`src/rtl/bounce_generator_pkg.sv`:
```
// Shared encodings and LFSR step for the bounce generator and related stimulus blocks.
package bounce_generator_pkg;

   localparam logic [1:0] S_IDLE   = 2'd0;
   localparam logic [1:0] S_BOUNCE = 2'd1;
   localparam logic [1:0] S_SETTLE = 2'd2;

   localparam logic [15:0] LFSR_MASK = 16'hB400;

   // Galois, shift right: feedback taps applied when the bit shifted out is 1.
   function automatic logic [15:0] lfsr_step(input logic [15:0] s);
      return {1'b0, s[15:1]} ^ (s[0] ? LFSR_MASK : 16'h0000);
   endfunction

endpackage

```
`src/rtl/bounce_generator_lfsr16.sv`:
```
// 16-bit Galois LFSR advancing once per enabled cycle; a zero seed is replaced by 1.
module lfsr16
   import bounce_generator_pkg::*;
(
   input  logic        clk,
   input  logic        rst_a_p,
   input  logic        en,
   input  logic [15:0] seed,
   output logic [15:0] q
);

   always_ff @(posedge clk) begin
      if (rst_a_p)
         q <= (seed == 16'h0000) ? 16'h0001 : seed;
      else if (en)
         q <= lfsr_step(q);
   end

endmodule

```
`src/rtl/bounce_generator.sv`:
```
// Turns a clean level request into a bouncy button waveform: a burst of
// pseudo-random segments ending at the requested level, then a settle hold.
module bounce_generator
   import bounce_generator_pkg::*;
#(
   parameter int          BOUNCE_COUNT    = 3,
   parameter int          MAX_GLITCH_LOG2 = 6,
   parameter int          SETTLE_CYCLES   = 1000,
   parameter logic [15:0] LFSR_SEED       = 16'hACE1
)(
   input  logic clk,
   input  logic rst_a_p,
   input  logic start,
   input  logic target_level,
   output logic busy,
   output logic done,
   output logic bounce_out
);

   localparam int TOGGLES = 2*BOUNCE_COUNT + 1;
   localparam int TW      = $clog2(TOGGLES + 1);
   localparam int WW      = MAX_GLITCH_LOG2 + 1;
   localparam int SW      = $clog2(SETTLE_CYCLES + 1);

   logic [1:0]    state;
   logic [WW-1:0] width_cnt;
   logic [TW-1:0] toggle_cnt;
   logic [SW-1:0] settle_cnt;
   logic [15:0]   lfsr_q;
   logic [15:0]   lfsr_nxt;
   logic [WW-1:0] width_nxt;
   logic          seg_load;

   // The width of a new segment comes from the value the LFSR is about to take,
   // so each load both advances the LFSR and uses its fresh state.
   assign lfsr_nxt  = lfsr_step(lfsr_q);
   assign width_nxt = {1'b0, lfsr_nxt[MAX_GLITCH_LOG2-1:0]} + {{(WW-1){1'b0}}, 1'b1};

   assign seg_load = ((state == S_IDLE) && start && (target_level != bounce_out)) ||
                     ((state == S_BOUNCE) && (width_cnt == WW'(1)) &&
                      (toggle_cnt < TW'(TOGGLES)));

   assign busy = (state != S_IDLE);

   lfsr16 u_lfsr (
      .clk     (clk),
      .rst_a_p (rst_a_p),
      .en      (seg_load),
      .seed    (LFSR_SEED),
      .q       (lfsr_q)
   );

   always_ff @(posedge clk) begin
      if (rst_a_p) begin
         state      <= S_IDLE;
         bounce_out <= 1'b0;
         done       <= 1'b0;
         width_cnt  <= '0;
         toggle_cnt <= '0;
         settle_cnt <= '0;
      end else begin
         done <= 1'b0;
         case (state)
            S_IDLE: begin
               if (start) begin
                  if (target_level != bounce_out) begin
                     bounce_out <= ~bounce_out;
                     width_cnt  <= width_nxt;
                     toggle_cnt <= TW'(1);
                     state      <= S_BOUNCE;
                  end else begin
                     done <= 1'b1;
                  end
               end
            end
            S_BOUNCE: begin
               if (width_cnt == WW'(1)) begin
                  // Odd toggle count guarantees the burst ends at the requested level.
                  if (toggle_cnt < TW'(TOGGLES)) begin
                     bounce_out <= ~bounce_out;
                     width_cnt  <= width_nxt;
                     toggle_cnt <= toggle_cnt + TW'(1);
                  end else begin
                     width_cnt  <= '0;
                     settle_cnt <= '0;
                     state      <= S_SETTLE;
                  end
               end else begin
                  width_cnt <= width_cnt - WW'(1);
               end
            end
            S_SETTLE: begin
               if (settle_cnt == SW'(SETTLE_CYCLES - 1)) begin
                  settle_cnt <= '0;
                  toggle_cnt <= '0;
                  done       <= 1'b1;
                  state      <= S_IDLE;
               end else begin
                  settle_cnt <= settle_cnt + SW'(1);
               end
            end
            default: state <= S_IDLE;
         endcase
      end
   end

endmodule
```
`config.mk`:
```
export PLATFORM = sky130hd
export DESIGN_NAME = bounce_generator
export DESIGN_NICKNAME = d
export VERILOG_FILES = /design/src/rtl/bounce_generator_pkg.sv /design/src/rtl/bounce_generator_lfsr16.sv /design/src/rtl/bounce_generator.sv
export SDC_FILE = /design/constraint.sdc
export NUM_CORES = 1
export LEC_CHECK = 0
export ABC_AREA = 0
export BUFFER_PORTS_ARGS = -buffer_cell sky130_fd_sc_hd__buf_2
export CORE_MARGIN = 4
export CORE_UTILIZATION = 50
export DETAILED_ROUTE_END_ITERATION = 6
export HOLD_SLACK_MARGIN = 0.02
export PLACE_DENSITY = 0.66
export SYNTH_ARGS = -nofsm -noshare
export SYNTH_HDL_FRONTEND = slang
export SYNTH_SLANG_ARGS = --single-unit
```
`constraint.sdc`:
```
create_clock -name clk -period 2.3 [get_ports clk]
set_clock_uncertainty 0.05 [all_clocks]
set_input_delay 0.23 -clock clk [delete_from_list [all_inputs] [get_ports clk]]
set_output_delay 0.23 -clock clk [all_outputs]
set_load 0.005 [all_outputs]
```
==> results of run 1 <==
-- layer usage --
metal,vias to the layer above,track usage [%]
met1,775,22.6
li1,865,-
met4,0,7.79
met3,11,4.29
met5,-,0
met2,21,26.6
-- sequential cells by signal, summed over array words and instances (netlist names) --
signal	flops
toggle_cnt	3
bounce_out	1
state	2
settle_cnt	10
u_lfsr.q	16
width_cnt	7
done	1
-- cell type report --
| type | count | area, µm² |
|---|---|---|
| Fill cell | 349 | 1620 |
| Multi-Input combinational cell | 173 | 1210 |
| Sequential cell | 40 | 803 |
| Timing Repair Buffer | 16 | 118 |
| Clock buffer | 6 | 82.6 |
| Tap cell | 50 | 62.6 |
| Inverter | 16 | 60.1 |
| Clock inverter | 2 | 38.8 |
-- metrics by stage --
| step | util (%) | instances | hold WS, ns |
|---|---|---|---|
| finish | 59.4 | 303 | 0.217 |
| global route | 59.4 | 303 | 0.260 |
| CTS | 58.5 | 302 | 0.219 |
| detailed placement | 55.5 | 294 | 0.404 |
| global placement | 55.5 | 294 | 0.401 |
| floorplan | - | 238 | 0.281 |
-- path summary, 6_finish.rpt --
| path | from | endpoint | slack [ns] | depth (start not counted) |
|---|---|---|---|---|
| setup / recovery | width_cnt[1] | toggle_cnt[2] | 0.14 | 7 |
| hold / removal | start | done | 0.22 | 3 |
| setup reg to reg | width_cnt[1] | toggle_cnt[2] | 0.14 | 7 |
| hold reg to reg | u_lfsr.q[8] | u_lfsr.q[7] | 0.42 | 1 |
-- worst max-delay path, delay by kind of cell, from the launching register on --
| kind | cells | cell delay (ns) |
|---|---|---|
| AOI/OAI and AO/OA | 2 | 0.44 |
| adders and majority gates | 1 | 0.13 |
| buffers and inverters | 1 | 0.07 |
| DFF | 1 | 0.34 |
| and+or+nand+nor | 3 | 1.06 |
-- cell usage in the layout, fill, tap and decap left out, types with 7 or more instances in the layout --
cell	n
buf_4	9
dfxtp_1	38
ha_1	9
inv_1	15
mux2i_1	14
nand2_1	10
nand3_1	10
nor2_1	42
o21ai_0	7
xnor2_1	11
-- cell families (layout without fill, tap and decap cells) --
group                      count (synthesis)  in the layout  synth area share [%]
DFF                                       40             40                  38.5
xor gates and xnor gates                  17             17                  7.16
AOI/OAI and AO/OA                         42             42                  15.6
adders and majority gates                 10             10                  6.02
and+or+nand+nor                           90             90                  21.3
muxes                                     14             14                  6.74
buffers and inverters                     25             40                  4.69
-- what timing repair did --
action                     CTS  global route
buffers inserted             0             1
resized for setup            0             7
hold buffers                 0             0
setup endpoints to repair    0            10
-- power groups by stage --
stage          combinational (mW)  sequential (mW)  clock, mW
3_3_place_gp                 1.15            0.982          0
2_1_floorplan               0.882            0.953          0
6_report                     1.20            0.981      0.609
3_5_place_dp                 1.15            0.985          0
5_1_grt                      1.36             1.00      0.654
4_1_cts                      1.16            0.970      0.628
==> out/metrics.yaml, run 1 <==
tns_ns: 0
crit_path_start_kind: "flop"
pwr-share-comb_pct: 43.1
synth.avg_cell_area_um2: 8.74
arrival_ns: 2.33
core_area_um2: 4000
clkPwrFrac_pct: 21.8
clock.fmax_mhz: 463
power_frac_seq_pct: 35.1
synth.most_common_cell: "nor2_1"
drc: 0
clock_latency_ns: 0.30
synthDistinctLibCells: 44
wl_met2_mm: 1.85
n_antenna_cell: 0
cp-end-kind: "flop"
p_leak_nw: 0.964
cp_slowest_cell: "or4b_4"
peakVddDrop_uv: 747
setup_viol: 0
grt-ovfl-total: 0
synth_ff_type: "dfxtp_1"
fin_crit_sh_pct: 93.9
wl_met1_mm: 1.95
clock-sinks: 40
tritoncts: "yes"
final_net_count: 266
synth-edff-count: 0
vias: 1672
hold_class: "primary input to flop"
die_h_um: 72.5
met3WireLength_um: 120
yosys_warnings: 0
min_period_ns: 2.16
synth_common_cells: "nor2_1 (42), dfxtp_1 (40), inv_1 (16)"
path_clk_slew_ns: 0.08
max_slew.worst_pin.slew_ns: 0.583
rsz0062_at_grt: "no"
drive_gt1_share_pct: 15.4
synthCells: 238
h-tree-depth: 2
dp_hpwl_mm: 2.76
hold_viol: 0
drt-wirelength-per-cell_um: 13.3
required_ns: 2.47
p_sw_share_pct: 37.2
design_area_um2: 2380
numPortBuffers: 6
highest_layer: "met4"
synth-seq-cells: 40
total_power_mw: 2.79
p_per_area_nw_per_um2: 1170
ant_nets: 0
path_cells: "inv_2 -> ha_4 -> or4b_4 -> o31ai_4 -> nand4b_4 -> or4_1 -> a21oi_1"
synth_fp_nets: 252
cts_buffer_depth: 2
crit_type: "flop to flop"
grt_pass1_wl_mm: 7.17
dpl_worst_slack_ns: 0.103
yosysTopAreaCell: "dfxtp_1"
area_growth_pct: 14.3
synth_seq_area_share_pct: 38.5
drtIter0Drc: 83
grt_max_degree: 33
synthArstFlopShare_pct: 0
grt_pass1_vias: 1566
synth_top_cell_area_share_pct: 38.5
cap_violations: 0
clockRootBuffer: "clkbuf_8"
routed_wirelength_mm: 4.02
gp_routability_congestion: 0.841
p_int_mw: 1.75
max_stage_delay_ns: 0.49
yosys-top-cells-area: "dfxtp_1 (39%), nor2_1 (7.6%), mux2i_1 (6.7%), ha_1 (6.0%), xnor2_1 (4.6%)"
grt_use_total_pct: 17.2
placementRows: 23
slew_headroom_pct: 61.1
antenna_found_initial: 0
p_sw_mw: 1.04
viasPerCell: 5.52
netlist_area_um2: 2080
drt_first_pass_iters: 4
fp.dieW_um: 72.5
critical_path.max_fanout: 5
dieArea_um2: 5250
setup_ws_ns: 0.139
cts-buffers-inserted: 5
start_util_pct: 52.0
drv_slew: 0
outcome: "completed"
place_area_um2: 2220
io_pins: 7
(Power assumes the default switching activity.)
==> inputs of run 2 (changes only) <==
--- a/config.mk
+++ b/config.mk
@@ -12,6 +12,7 @@
 export DETAILED_ROUTE_END_ITERATION = 6
 export HOLD_SLACK_MARGIN = 0.02
 export PLACE_DENSITY = 0.66
+export RECOVER_POWER = 50
 export SYNTH_ARGS = -nofsm -noshare
 export SYNTH_HDL_FRONTEND = slang
 export SYNTH_SLANG_ARGS = --single-unit
==> constraint.sdc (replaced) <==
create_clock -name clk -period 2.6 [get_ports clk]
set_clock_uncertainty 0.05 [all_clocks]
set_input_delay 0.26 -clock clk [delete_from_list [all_inputs] [get_ports clk]]
set_output_delay 0.26 -clock clk [all_outputs]
set_load 0.005 [all_outputs]
==> out/metrics.yaml, run 2 (synthesized netlist as in run 1, its figures left out) <==
outcome: "completed"
p_leak_nw: 0.896  # -7.1%
path_clk_slew_ns: 0.07  # about the same
final_cell_mix: "nor2_1 (42), dfxtp_1 (40), inv_1 (16)"
cts_buffer_depth: 2  # unchanged
setup_ws_ns: 0.315  # +0.176 ns
grt_pass1_vias: 1446  # -7.7%
cap_violations: 0  # unchanged
routed_wirelength_mm: 3.68  # -8.5%
grt_max_degree: 33  # unchanged
drtIter0Drc: 61  # -27%
cp-end-kind: "flop"
setup_viol: 0  # unchanged
placementRows: 23  # unchanged
area_growth_pct: 7.76
fp.dieW_um: 72.5  # unchanged
drive_gt1_share_pct: 9.31  # -6.1 points
h-tree-depth: 2  # unchanged
peakVddDrop_uv: 633  # -15%
largest_register: "u_lfsr.q"
rsz0062_at_grt: "no"
die_h_um: 72.5  # unchanged
final_common_cell: "nor2_1"
crit_type: "flop to flop"
largest_reg_flops: 16  # unchanged
fin_crit_sh_pct: 87.9  # -6.1 points
gp_routability_congestion: 0.824  # -2.0%
nFillCells: 370  # +6.0%
hp-start: "start"
reg.largest.list: "u_lfsr.q: 16 flops, settle_cnt: 10 flops, width_cnt: 7 flops"
drc: 0  # unchanged
tns_ns: 0  # unchanged
cts-buffers-inserted: 5  # unchanged
clock-sinks: 40  # unchanged
antenna_found_initial: 0  # unchanged
regToRegStartpoint: "width_cnt[0]"
numPortBuffers: 6  # unchanged
hold-path-endpoint: "done"
start_util_pct: 52.0  # unchanged
drv_slew: 0  # unchanged
clock.fmax_mhz: 438  # -5.4%
arrival_ns: 2.45  # +0.12 ns
grt_use_total_pct: 15.5  # -1.7 points
p_per_area_nw_per_um2: 974  # -17%
dpl_worst_slack_ns: 0.398  # +0.295 ns
crit_path_start_kind: "flop"
cts_hold_buffers: 0  # unchanged
ant_nets: 0  # unchanged
cts_resized: 0  # unchanged
dieArea_um2: 5250  # unchanged
tritoncts: "yes"
r2r_cells: 6  # -1
regToRegSetupSlack_ns: 0.32  # +0.18 ns
io_pins: 7  # unchanged
drt-wirelength-per-cell_um: 12.4  # -6.7%
slew_headroom_pct: 63.5  # +2.3 points
vias: 1606  # -3.9%
clockRootBuffer: "clkbuf_8"
hold_class: "primary input to flop"
required_ns: 2.76  # +0.29 ns
final_net_count: 261  # -1.9%
drt_first_pass_iters: 4  # unchanged
clock_latency_ns: 0.29  # about the same
n_antenna_cell: 0  # unchanged
max_slew.worst_pin.slew_ns: 0.548  # -0.0351 ns
critical_path.max_fanout: 6  # +1
min_period_ns: 2.28  # +0.124 ns
cts_setup_buffers: 0  # unchanged
hold_depth: 3  # unchanged
grt_pass1_wl_mm: 6.46  # -9.9%
crit_path_start: "width_cnt[0]"
dp_hpwl_mm: 2.65  # -3.9%
core_area_um2: 4000  # unchanged
viasPerCell: 5.41  # -2.0%
hold_viol: 0  # unchanged
rr_endpoint: "toggle_cnt[2]"
grt-ovfl-total: 0  # unchanged
==> run 2: cell type report <==
class	instances	area, µm²	area share [%]
flip-flops and latches	40	801	35.7
multi-input cells	173	1180	52.5
clock buffers	6	72.6	3.24
clock inverters	1	5.00	0.223
inverters	16	60.1	2.68
repair buffers	11	62.6	2.79
well taps	50	62.6	2.79
==> run 2: power by group <==
| group | internal (mW) | switching (mW) |
|---|---|---|
| logic | 0.419 | 0.526 |
| clock network | 0.182 | 0.194 |
| registers | 0.742 | 0.120 |
==> run 2: stage by stage <==
step | instance area [µm²] | instances | total power, mW | hold slack, ns | utilization [%]
after CTS | 2250 | 297 | 2.23 | 0.278 | 56.3
after global routing | 2240 | 297 | 2.37 | 0.297 | 56.0
after global placement | 2180 | 290 | 1.84 | 0.401 | 54.4
after floorplan | 2080 | 238 | 1.62 | 0.311 | -
after detailed placement | 2180 | 290 | 1.84 | 0.402 | 54.4
final | 2240 | 297 | 2.18 | 0.273 | 56.0
==> run 2: routing by layer <==
| layer | part of all wire, % | track usage [%] | vias up |
|---|---|---|---|
| met5 | 0 | 0 | - |
| met4 | 1.5 | 6.15 | 0 |
| met3 | 2.7 | 3.32 | 6 |
| met2 | 46 | 25.0 | 20 |
| met1 | 50 | 20.1 | 728 |
| li1 | - | - | 852 |
==> run 2: critical path, cell delays in order, from the launching register on <==
cell and delay [ns]:
dfxtp_1 0.41, ha_1 0.21, or4b_1 0.53, o31ai_4 0.26, nand4b_2 0.18, or4_1 0.42
a21oi_1 0.15
==> run 2: worst max path at each step <==
stage / to / cells after the start / slack [ns]
finish: toggle_cnt[2] / 6 / 0.32
global route: toggle_cnt[2] / 6 / 0.11
CTS: toggle_cnt[2] / 6 / 0.37
detailed placement: toggle_cnt[2] / 6 / 0.40
global placement: toggle_cnt[2] / 6 / 0.45
floorplan: toggle_cnt[2] / 6 / 0.53
